--- src/rtl/mem_access_pkg.sv ---
// Shared definitions for the MIPS MEM stage: widths, aluop codes,
// SRAM-like bus size codes, FSM state encoding and access decode helpers.
// Optional feature macro: MEM_LWLR_EN (LWL/LWR become word loads with merge).
package mem_access_pkg;

    localparam int unsigned REG_W        = 32;
    localparam int unsigned REG_ADDR_W   = 5;
    localparam int unsigned ALUOP_W      = 8;
    localparam int unsigned INST_ADDR_W  = 32;
    localparam int unsigned SIZE_W       = 2;
    localparam int unsigned STALL_W      = 6;
    localparam int unsigned STALL_MEM_WB = 4;

    localparam logic NO_STOP = 1'b0;

    // Aluop codes seen by the MEM stage
    localparam logic [ALUOP_W-1:0] EXE_NOP_OP  = 8'b0000_0000;
    localparam logic [ALUOP_W-1:0] EXE_ADDU_OP = 8'b0010_0001;
    localparam logic [ALUOP_W-1:0] EXE_LB_OP   = 8'b1110_0000;
    localparam logic [ALUOP_W-1:0] EXE_LH_OP   = 8'b1110_0001;
    localparam logic [ALUOP_W-1:0] EXE_LWL_OP  = 8'b1110_0010;
    localparam logic [ALUOP_W-1:0] EXE_LW_OP   = 8'b1110_0011;
    localparam logic [ALUOP_W-1:0] EXE_LBU_OP  = 8'b1110_0100;
    localparam logic [ALUOP_W-1:0] EXE_LHU_OP  = 8'b1110_0101;
    localparam logic [ALUOP_W-1:0] EXE_LWR_OP  = 8'b1110_0110;
    localparam logic [ALUOP_W-1:0] EXE_SB_OP   = 8'b1110_1000;
    localparam logic [ALUOP_W-1:0] EXE_SH_OP   = 8'b1110_1001;
    localparam logic [ALUOP_W-1:0] EXE_SW_OP   = 8'b1110_1011;

    // SRAM-like data_size encoding
    localparam logic [SIZE_W-1:0] DATA_SIZE_BYTE = 2'd0;
    localparam logic [SIZE_W-1:0] DATA_SIZE_HALF = 2'd1;
    localparam logic [SIZE_W-1:0] DATA_SIZE_WORD = 2'd2;

    typedef enum logic [1:0] {
        MEM_IDLE = 2'd0,
        MEM_REQ  = 2'd1,
        MEM_WAIT = 2'd2,
        MEM_DONE = 2'd3
    } mem_state_e;

    // Request payload presented on the data bus
    typedef struct packed {
        logic                   wr;
        logic [SIZE_W-1:0]      size;
        logic [INST_ADDR_W-1:0] addr;
        logic [REG_W-1:0]       wdata;
    } mem_req_t;

    function automatic logic is_load(input logic [ALUOP_W-1:0] op);
        logic r;
        case (op)
            EXE_LB_OP, EXE_LBU_OP, EXE_LH_OP, EXE_LHU_OP, EXE_LW_OP: r = 1'b1;
`ifdef MEM_LWLR_EN
            EXE_LWL_OP, EXE_LWR_OP:                                   r = 1'b1;
`endif
            default:                                                  r = 1'b0;
        endcase
        return r;
    endfunction

    function automatic logic is_store(input logic [ALUOP_W-1:0] op);
        return (op == EXE_SB_OP) || (op == EXE_SH_OP) || (op == EXE_SW_OP);
    endfunction

    function automatic logic [SIZE_W-1:0] access_size(input logic [ALUOP_W-1:0] op);
        logic [SIZE_W-1:0] r;
        case (op)
            EXE_LB_OP, EXE_LBU_OP, EXE_SB_OP: r = DATA_SIZE_BYTE;
            EXE_LH_OP, EXE_LHU_OP, EXE_SH_OP: r = DATA_SIZE_HALF;
            default:                          r = DATA_SIZE_WORD;
        endcase
        return r;
    endfunction

    // LWL/LWR are deliberately absent: they never fault
    function automatic logic misaligned(input logic [ALUOP_W-1:0] op,
                                        input logic [1:0]         a);
        logic r;
        case (op)
            EXE_LH_OP, EXE_LHU_OP, EXE_SH_OP: r = a[0];
            EXE_LW_OP, EXE_SW_OP:             r = (a != 2'b00);
            default:                          r = 1'b0;
        endcase
        return r;
    endfunction

endpackage

--- src/rtl/mem_access_load_align.sv ---
// Load data alignment: picks byte/half from the returned word by address,
// sign/zero extends, and (with MEM_LWLR_EN) merges LWL/LWR with reg2.
module mem_access_load_align
    import mem_access_pkg::*;
(
    input  logic [ALUOP_W-1:0] i_aluop,
    input  logic [1:0]         i_addr,
    input  logic [REG_W-1:0]   i_rdata,
    input  logic [REG_W-1:0]   i_reg2,
    output logic [REG_W-1:0]   o_wdata_c
);

    logic [7:0]  w_byte;
    logic [15:0] w_half;

`ifndef MEM_LWLR_EN
    // reg2 only feeds the unaligned-load merge
    logic w_unused_reg2;
    assign w_unused_reg2 = ^i_reg2;
`endif

    // Little-endian byte and half-word lane selection
    always_comb begin
        w_byte = i_rdata[7:0];
        case (i_addr)
            2'd1:    w_byte = i_rdata[15:8];
            2'd2:    w_byte = i_rdata[23:16];
            2'd3:    w_byte = i_rdata[31:24];
            default: w_byte = i_rdata[7:0];
        endcase
        w_half = i_addr[1] ? i_rdata[31:16] : i_rdata[15:0];
    end

    // Extension per load type; non-loads produce zero
    always_comb begin
        o_wdata_c = '0;
        case (i_aluop)
            EXE_LB_OP:  o_wdata_c = {{24{w_byte[7]}}, w_byte};
            EXE_LBU_OP: o_wdata_c = {24'h0, w_byte};
            EXE_LH_OP:  o_wdata_c = {{16{w_half[15]}}, w_half};
            EXE_LHU_OP: o_wdata_c = {16'h0, w_half};
            EXE_LW_OP:  o_wdata_c = i_rdata;
`ifdef MEM_LWLR_EN
            EXE_LWL_OP: begin
                case (i_addr)
                    2'd0:    o_wdata_c = {i_rdata[7:0],  i_reg2[23:0]};
                    2'd1:    o_wdata_c = {i_rdata[15:0], i_reg2[15:0]};
                    2'd2:    o_wdata_c = {i_rdata[23:0], i_reg2[7:0]};
                    default: o_wdata_c = i_rdata;
                endcase
            end
            EXE_LWR_OP: begin
                case (i_addr)
                    2'd1:    o_wdata_c = {i_reg2[31:24], i_rdata[31:8]};
                    2'd2:    o_wdata_c = {i_reg2[31:16], i_rdata[31:16]};
                    2'd3:    o_wdata_c = {i_reg2[31:8],  i_rdata[31:24]};
                    default: o_wdata_c = i_rdata;
                endcase
            end
`endif
            default:    o_wdata_c = '0;
        endcase
    end

endmodule

--- src/rtl/mem_access.sv ---
// MEM stage of the five-stage MIPS pipeline: issues one SRAM-like
// transaction per load/store, stalls until it completes, aligns load data
// and passes everything else through to MEM/WB.
// Optional feature macro: MEM_LWLR_EN (LWL/LWR as merging word loads).
module mem_access
    import mem_access_pkg::*;
(
    input  logic                   clk,
    input  logic                   rst,

    input  logic [REG_ADDR_W-1:0]  wd_i,
    input  logic                   wreg_i,
    input  logic [REG_W-1:0]       wdata_i,
    input  logic [REG_W-1:0]       hi_i,
    input  logic [REG_W-1:0]       lo_i,
    input  logic                   whilo_i,
    input  logic [ALUOP_W-1:0]     aluop_i,
    input  logic [REG_W-1:0]       mem_addr_i,
    input  logic [REG_W-1:0]       reg2_i,
    input  logic                   cp0_reg_we_i,
    input  logic [REG_ADDR_W-1:0]  cp0_reg_write_addr_i,
    input  logic [REG_W-1:0]       cp0_reg_data_i,
    input  logic [INST_ADDR_W-1:0] pc_i,
    input  logic [STALL_W-1:0]     stall,

    output logic                   data_req,
    output logic                   data_wr,
    output logic [SIZE_W-1:0]      data_size,
    output logic [INST_ADDR_W-1:0] data_addr,
    output logic [REG_W-1:0]       data_wdata,
    input  logic                   data_addr_ok,
    input  logic                   data_data_ok,
    input  logic [REG_W-1:0]       data_rdata,

    output logic                   stallreq_mem,

    output logic [REG_ADDR_W-1:0]  wd_o,
    output logic                   wreg_o,
    output logic [REG_W-1:0]       wdata_o,
    output logic [REG_W-1:0]       hi_o,
    output logic [REG_W-1:0]       lo_o,
    output logic                   whilo_o,
    output logic                   cp0_reg_we_o,
    output logic [REG_ADDR_W-1:0]  cp0_reg_write_addr_o,
    output logic [REG_W-1:0]       cp0_reg_data_o,
    output logic [INST_ADDR_W-1:0] pc_o,
    output logic                   adel_o,
    output logic                   ades_o,
    output logic [REG_W-1:0]       badvaddr_o
);

    mem_state_e       r_state;
    mem_state_e       w_next;
    logic [REG_W-1:0] r_rdata_buf;

    logic             w_load;
    logic             w_store;
    logic             w_mem_op;
    logic             w_misalign;
    logic             w_fault;
    logic             w_issue;
    logic             w_lwlr;
    logic             w_capture;
    mem_req_t         w_req;
    logic [REG_W-1:0] w_load_data;

    // Only the MEM/WB hold bit matters here
    logic w_unused_stall;
    assign w_unused_stall = ^{stall[STALL_W-1:STALL_MEM_WB+1], stall[STALL_MEM_WB-1:0]};

    assign w_load     = is_load(aluop_i);
    assign w_store    = is_store(aluop_i);
    assign w_mem_op   = w_load | w_store;
    assign w_misalign = misaligned(aluop_i, mem_addr_i[1:0]);
    assign w_fault    = (r_state == MEM_IDLE) && w_mem_op && w_misalign;
    assign w_issue    = w_mem_op && !w_misalign;

`ifdef MEM_LWLR_EN
    assign w_lwlr = (aluop_i == EXE_LWL_OP) || (aluop_i == EXE_LWR_OP);
`else
    assign w_lwlr = 1'b0;
`endif

    // Request payload: size, word-aligned address for LWL/LWR, replicated store data
    always_comb begin
        w_req.wr    = w_store;
        w_req.size  = access_size(aluop_i);
        w_req.addr  = w_lwlr ? {mem_addr_i[INST_ADDR_W-1:2], 2'b00} : mem_addr_i;
        w_req.wdata = reg2_i;
        case (aluop_i)
            EXE_SB_OP: w_req.wdata = {4{reg2_i[7:0]}};
            EXE_SH_OP: w_req.wdata = {2{reg2_i[15:0]}};
            default:   w_req.wdata = reg2_i;
        endcase
    end

    assign data_wr    = w_req.wr;
    assign data_size  = w_req.size;
    assign data_addr  = w_req.addr;
    assign data_wdata = w_req.wdata;

    // Response data is latched when accepted, either alongside addr_ok or later in WAIT
    assign w_capture = data_data_ok &&
                       ((r_state == MEM_WAIT) || (data_req && data_addr_ok));

    // FSM state register
    always_ff @(posedge clk) begin
        if (rst) begin
            r_state <= MEM_IDLE;
        end else begin
            r_state <= w_next;
        end
    end

    // FSM next-state logic
    always_comb begin
        w_next = r_state;
        case (r_state)
            MEM_IDLE: begin
                if (w_issue) begin
                    if (data_addr_ok) begin
                        w_next = data_data_ok ? MEM_DONE : MEM_WAIT;
                    end else begin
                        w_next = MEM_REQ;
                    end
                end
            end
            MEM_REQ: begin
                if (data_addr_ok) begin
                    w_next = data_data_ok ? MEM_DONE : MEM_WAIT;
                end
            end
            MEM_WAIT: begin
                if (data_data_ok) begin
                    w_next = MEM_DONE;
                end
            end
            MEM_DONE: begin
                if (stall[STALL_MEM_WB] == NO_STOP) begin
                    w_next = MEM_IDLE;
                end
            end
            default: w_next = MEM_IDLE;
        endcase
    end

    // FSM outputs: bus request and pipeline stall; both held low while in reset
    always_comb begin
        data_req     = 1'b0;
        stallreq_mem = 1'b0;
        case (r_state)
            MEM_IDLE: begin
                data_req     = w_issue;
                stallreq_mem = w_issue;
            end
            MEM_REQ: begin
                data_req     = 1'b1;
                stallreq_mem = 1'b1;
            end
            MEM_WAIT: begin
                stallreq_mem = 1'b1;
            end
            default: begin
                data_req     = 1'b0;
                stallreq_mem = 1'b0;
            end
        endcase
        if (rst) begin
            data_req     = 1'b0;
            stallreq_mem = 1'b0;
        end
    end

    // Read-data buffer keeps the returned word stable through DONE
    always_ff @(posedge clk) begin
        if (rst) begin
            r_rdata_buf <= '0;
        end else if (w_capture) begin
            r_rdata_buf <= data_rdata;
        end
    end

    mem_access_load_align u_load_align (
        .i_aluop   (aluop_i),
        .i_addr    (mem_addr_i[1:0]),
        .i_rdata   (r_rdata_buf),
        .i_reg2    (reg2_i),
        .o_wdata_c (w_load_data)
    );

    // Write-back selection and address-error reporting
    always_comb begin
        wreg_o     = wreg_i;
        wdata_o    = wdata_i;
        adel_o     = 1'b0;
        ades_o     = 1'b0;
        badvaddr_o = '0;
        if (w_fault) begin
            wreg_o     = 1'b0;
            adel_o     = w_load;
            ades_o     = w_store;
            badvaddr_o = mem_addr_i;
        end else if (w_load) begin
            wdata_o = w_load_data;
        end else if (w_store) begin
            wreg_o = 1'b0;
        end
    end

    assign wd_o                 = wd_i;
    assign hi_o                 = hi_i;
    assign lo_o                 = lo_i;
    assign whilo_o              = whilo_i;
    assign cp0_reg_we_o         = cp0_reg_we_i;
    assign cp0_reg_write_addr_o = cp0_reg_write_addr_i;
    assign cp0_reg_data_o       = cp0_reg_data_i;
    assign pc_o                 = pc_i;

endmodule

--- config.mk ---
export PLATFORM = sky130hd
export DESIGN_NAME = mem_access
export DESIGN_NICKNAME = d
export VERILOG_FILES = /design/src/rtl/mem_access_pkg.sv /design/src/rtl/mem_access_load_align.sv /design/src/rtl/mem_access.sv
export SDC_FILE = /design/constraint.sdc
export NUM_CORES = 1
export LEC_CHECK = 0
export BUFFER_PORTS_ARGS = -buffer_cell sky130_fd_sc_hd__buf_2
export CAP_MARGIN = 0
export CORE_AREA = 2 2 219 221
export DETAILED_ROUTE_END_ITERATION = 10
export DIE_AREA = 0 0 221 223
export GPL_ROUTABILITY_DRIVEN = 1
export HOLD_SLACK_MARGIN = 0.03
export PLACE_DENSITY_LB_ADDON = 0.3
export RECOVER_POWER = 50
export SLEW_MARGIN = 20
export SYNTH_ARGS = -nofsm -noshare
export SYNTH_HDL_FRONTEND = slang
export SYNTH_SLANG_ARGS = --single-unit
--- constraint.sdc ---
create_clock -name clk -period 4.15 [get_ports clk]
set_input_delay 0.83 -clock clk [delete_from_list [all_inputs] [get_ports clk]]
set_output_delay 0.83 -clock clk [all_outputs]
set_load 0.01 [all_outputs]
# --- Word-level counts from Yosys, hierarchy flattened ---
# Cells that the tools add are included.
# W data, S select, Z words.
op_classes:
  muxes: 26
  eq_ne: 18
  reduce_logical: 17
  bitwise: 1
op_table:
  columns: ["op", "count"]
  rows:
  - ["$pmux W32 S5", 1]
  - ["$mux W32", 3]
  - ["$eq A8 B8 Y1 const B", 8]
  - ["$pmux W32 S2", 1]
  - ["$pmux W8 S3", 1]
  - ["$mux W16", 1]
  - ["$mux W2", 5]
  - ["$mux W1", 9]
  - ["$eq A2 B2 Y1 const B", 4]
  - ["$ne A2 B2 Y1 const B", 4]
  - ["$pmux W2 S4", 1]
  - ["$pmux W1 S2", 3]
  - ["$reduce_or A3 Y1", 2]
  - ["$logic_and A1 B1 Y1", 5]
  - ["$reduce_or A5 Y1", 1]
  - ["$eq A2 B1 Y1 const B", 2]
  - ["$pmux W2 S2", 1]
  - ["$reduce_and A4 Y1", 1]
  - ["$reduce_or A2 Y1", 2]
  - ["$logic_or A1 B1 Y1", 3]
  - ["$logic_not A2 Y1", 1]
  - ["$reduce_bool A2 Y1", 1]
  - ["$logic_not A1 Y1", 1]
  - ["$or A1 B1 Y1", 1]
totals:
  output_inout_bits: 276
  elab_cells: 64
  register_bits: 34

# --- Longest topological paths before layout ---
logic_depth:
  ltp_word: 10
  mapped_depth: 7

# --- By module ---
# From an unflattened synthesis, not the netlist that was laid out.
unflattened:
  cells_unflattened: 569
  hier_area_um2: 4790.8
by_module_without_submodules:
  columns: ["module", "area_each_um2", "cells_per_inst", "seq_area_each_um2", "instances"]
  rows:
  - ["mem_access", 3852.4, 454, 680.7, 1]
  - ["mem_access_load_align", 938.4, 115, 0.0, 1]

# --- Worst setup path before layout ---
# No wires, ideal clock.
synth_timing:
  path_type: "input port to output port"
  from: "input port aluop_i[2]"
  to: "output port wdata_o[10]"
  setup_slack_ns: 1.154
  path_stages: 6
  arrival_time_ns: 2.166
  required_time_ns: 3.320
  path_cell_list: "buf_2 -> nand2b_4 -> a211o_1 -> a21oi_4 -> buf_6 -> mux2_4"
synth_via:
  elab_chain_cells: 7
synth_rtl:
  columns: ["element", "line_no", "text"]
  rows:
  - ["from (decl)", "mem_access.sv:17", "input logic [ALUOP_W-1:0] aluop_i,"]
  - ["$eq A8 B8 Y1, on equally long branches", null, null]
  - ["$reduce_or A5 Y1 / $logic_or A1 B1 Y1 (equally long branches)", "mem_access_pkg.sv:52, mem_access_pkg.sv:63", null]
  - ["$mux W1 / $logic_or A1 B1 Y1 (equally long branches)", "mem_access_pkg.sv:52, mem_access_pkg.sv:63", null]
  - ["$or A1 B1 Y1", "mem_access.sv:73", "assign w_mem_op = w_load | w_store;"]
  - ["$logic_and A1 B1 Y1 (2 in series)", "mem_access.sv:75", "assign w_fault = (r_state == MEM_IDLE) && w_mem_op && w_misalign;"]
  - ["$mux W32 (*)", "mem_access.sv:198", "if (w_fault) begin"]
  - ["to (decl)", "mem_access.sv:39", "output logic [REG_W-1:0] wdata_o,"]
# Every way passes the cells marked *; elsewhere a longest branch is shown, timed or not.

# --- Worst setup path in the final report ---
layout_timing:
  from: "input port aluop_i[0]"
  to: "output port badvaddr_o[1]"
layout_via:
  elab_chain_cells: 7
layout_rtl:
  columns: ["element", "line_no", "text"]
  rows:
  - ["$eq A8 B8 Y1, on equally long branches", "mem_access_pkg.sv:52, mem_access_pkg.sv:80, mem_access_pkg.sv:63", null]
  - ["$reduce_or A5 Y1 / $logic_or A1 B1 Y1 (equally long branches)", "mem_access_pkg.sv:52, mem_access_pkg.sv:63", null]
  - ["$mux W1 / $logic_or A1 B1 Y1 (equally long branches)", "mem_access_pkg.sv:52, mem_access_pkg.sv:63", null]
  - ["$or A1 B1 Y1", "mem_access.sv:73", null]
  - ["$logic_and A1 B1 Y1", "mem_access.sv:75", null]
  - ["$logic_and A1 B1 Y1 (*)", "mem_access.sv:75", null]
  - ["$mux W32 (*)", "mem_access.sv:198", null]
  - ["to (decl)", "mem_access.sv:49", "output logic [REG_W-1:0] badvaddr_o"]
# Marks and branches as above.

==> results_dict.tcl <==
set metrics [dict create \
    setup_violations 0 \
    crit_path_start_kind "primary input" \
    cts_post_setup_buffers_inserted 0 \
    cts-root-to-sink-buffers 2 \
    netlist.top_cell.by_area "buf_4" \
    power_density_nw_per_um2 218 \
    final_net_count 969 \
    maxClockFrequency_ghz 0.281 \
    critPathKind "in -> out" \
    report.final.hold_viol_count 0 \
    setup-tns-final_ns 0 \
    cts.hold.buffers_added 0 \
    hold_path_class "reg -> reg" \
    number_of_antenna_violations_at_the_first_check_in_global_routing 9 \
    drt_drc_violations_left 0 \
    areaGrowthSynthToFinish_pct 16.5 \
    top_usage_layer "met2" \
    die_w_um 221 \
    yosysTopAreaCellShare 0.269 \
    clk_root_buffer_cell "clkbuf_16" \
    async_reset_ff_frac 0 \
    rows 80 \
    timing.max_cap.violations 0 \
    placeableCoreArea_um2 47100 \
    synth_commonest_cells "buf_4 (183), nand2b_1 (77), mux2i_1 (41)" \
    cts_num_sinks 34 \
    unrepaired_setup_endpoints_after_global_routing "false" \
    yosys.cell_types.count 53 \
    port_buffers 277 \
    power.ir.vdd_worst_uv 120 \
    final-instance-count-excl-fill 1295 \
    groute.layer.met3.usage 0.0344 \
    io_pins 563 \
    ant_nets 0 \
    avgSynthCellArea_um2 8.59 \
    total_wire_length_after_detailed_routing_mm 20.3 \
    run_status "finished, final reports clean" \
    crit_top_cell "buf_2" \
    postSynthCellCount 594 \
    grt_util_all_layers 0.0772 \
    yosysMostFrequentCell "buf_4" \
    grt_max_degree 71 \
    synth.yosys.seq_area_share 0.133 \
    syn_area_um2 5100 \
    detail_route.wl_per_cell_um 15.7 \
    first_global_vias 4181 \
    via_count 4311 \
    die_area_um2 49300 \
    critical_path.max_stage_delay_ns 0.61 \
    yosys_register_bits 34 \
    place.detailed.instances 1285 \
    avgViaCountPerCell 3.33 \
    worst-slew-pin-transition_ns 0.651 \
    start_util 0.108 \
    fin_hold_ws_ns 0.473 \
    cts-buffers-inserted 5 \
    globalRouteMet2Util 0.126 \
    timing.critical_path.fanout_max 34 \
    clock_latency_ns 0.29 \
    clock_tree_from_tritoncts "yes" \
    final_core_utilization 0.126 \
    cp.arrival_ns 2.73 \
    shortest_clock_period_the_worst_path_allows_after_layout_ns 3.56 \
    synth_nets 886 \
    synthFlopType "dfxtp_1" \
    cp-end-kind "output pin" \
    leakagePower_nw 2.52 \
    final-max-slew-violation-count 0 \
    cp_cell_sequence "buf_2, nand2_1, o32ai_4, and3_2, and2_1, buf_2" \
    reg2reg_setup_slack_ns 1.88 \
    post_route_cells_drive_above_1_share 0.517 \
    synthTopCellsByArea "buf_4 (27%), dfxtp_1 (13%), nand2b_1 (9.4%)" \
    grt.overflow.total 0 \
    met1_use_gr 0.0899 \
    clock_tree.htree_level_count 2 \
    dp_hpwl_mm 16.7 \
    synth.yosys.warnings 0 \
    fin_crit_sh 0.858 \
    nFillCells 5419 \
    die_h_um 223 \
    routabilityCongestion 0.722 \
    synth-edff-count 0 \
    drtPass1Iterations 4 \
    post_cts_sizing_count 0 \
    slew-limit-headroom 0.565 \
    drt_iter0_markers 180 \
    skew_ns 0.00523 \
    worst_ep_required_time_ns 3.32 \
    clk_transition_reported_paths_ns 0.05 \
    worst_path_max_delay_cell "and3_2" \
    grt_pass1_wl_mm 27.9 \
]
[cell usage in the layout (no fill, tap or decap), types with 3 or more instances in the layout]
cell | synthesis | routed
clkbuf_16 | 0 | 5
nand2_1 | 8 | 8
and2_1 | 35 | 35
mux2_1 | 4 | 4
buf_4 | 183 | 13
mux2_2 | 22 | 22
diode_2 | 0 | 3
a21oi_1 | 11 | 11
mux2i_1 | 41 | 41
a22o_1 | 16 | 16
nand2b_1 | 77 | 77
mux2_4 | 29 | 29
clkbuf_1 | 11 | 15
dfxtp_1 | 34 | 34
ha_1 | 5 | 5
a22oi_1 | 9 | 9
inv_1 | 5 | 5
nor2_1 | 17 | 17
o21ai_0 | 19 | 19
a32oi_1 | 7 | 7
buf_2 | 8 | 262
[per-layer routing]
layer / vias to the layer above / wire, um
met5: - / 93
met4: 16 / 501
met3: 59 / 1930
met2: 243 / 9540
met1: 1988 / 8260
li1: 2005 / -
[area by class of cell]
type	count	area [um^2]	share of cell area
inverters	5	18.8	0.00316
well taps	615	769	0.129
repair buffers	291	1490	0.250
diodes	3	7.51	0.00126
clock inverters	2	10.0	0.00168
multi-input cells	340	2850	0.479
flip-flops and latches	34	681	0.114
clock buffers	5	125	0.0210
[logic make-up after synthesis]
family          Yosys count  share of synthesized area
fa+ha+maj                 5                     0.0123
flops                    34                      0.133
compound gates           77                      0.116
simple gates            160                      0.197
mux                      98                      0.232
buf+inv                 220                      0.309
[sequential cells by signal (all words and copies together) (netlist names)]
| register | count |
|---|---|
| r_state | 2 |
| r_rdata_buf | 32 |
[metrics by stage]
step / cell area (um^2) / worst slack [ns] / power, W
after floorplan: 5100 / 1.15 / 0.000893
after global placement: 5820 / 0.561 / 0.000936
after detailed placement: 5820 / 0.529 / 0.000939
after CTS: 5960 / 0.527 / 0.00133
after global routing: 5940 / 0.413 / 0.00138
final: 5950 / 0.591 / 0.00129
[final timing paths]
check	start	endpoint	depth (start not counted)
max	aluop_i[0]	badvaddr_o[1]	6
min	r_rdata_buf[1]	r_rdata_buf[1]	2
max reg2reg	r_state[0]	r_rdata_buf[3]	6
min reg2reg	r_rdata_buf[1]	r_rdata_buf[1]	2
[power breakdown]
| part | leakage, nW | internal (W) | total (W) | switching, W |
|---|---|---|---|---|
| Sequential | 0.274 | 0.000364 | 0.000408 | 0.0000435 |
| Combinational | 2.17 | 0.000246 | 0.000515 | 0.000268 |
| Clock | 0.0695 | 0.000217 | 0.000372 | 0.000155 |
| Total | 2.52 | 0.000828 | 0.00129 | 0.000467 |
[worst max-delay path, delay by kind of cell]
family	cells	cell delay, ns
buffers and inverters	2	0.45
AOI/OAI and AO/OA	1	0.47
and+or+nand+nor	3	0.95
No activity file was read; power rests on OpenSTA's default activity.
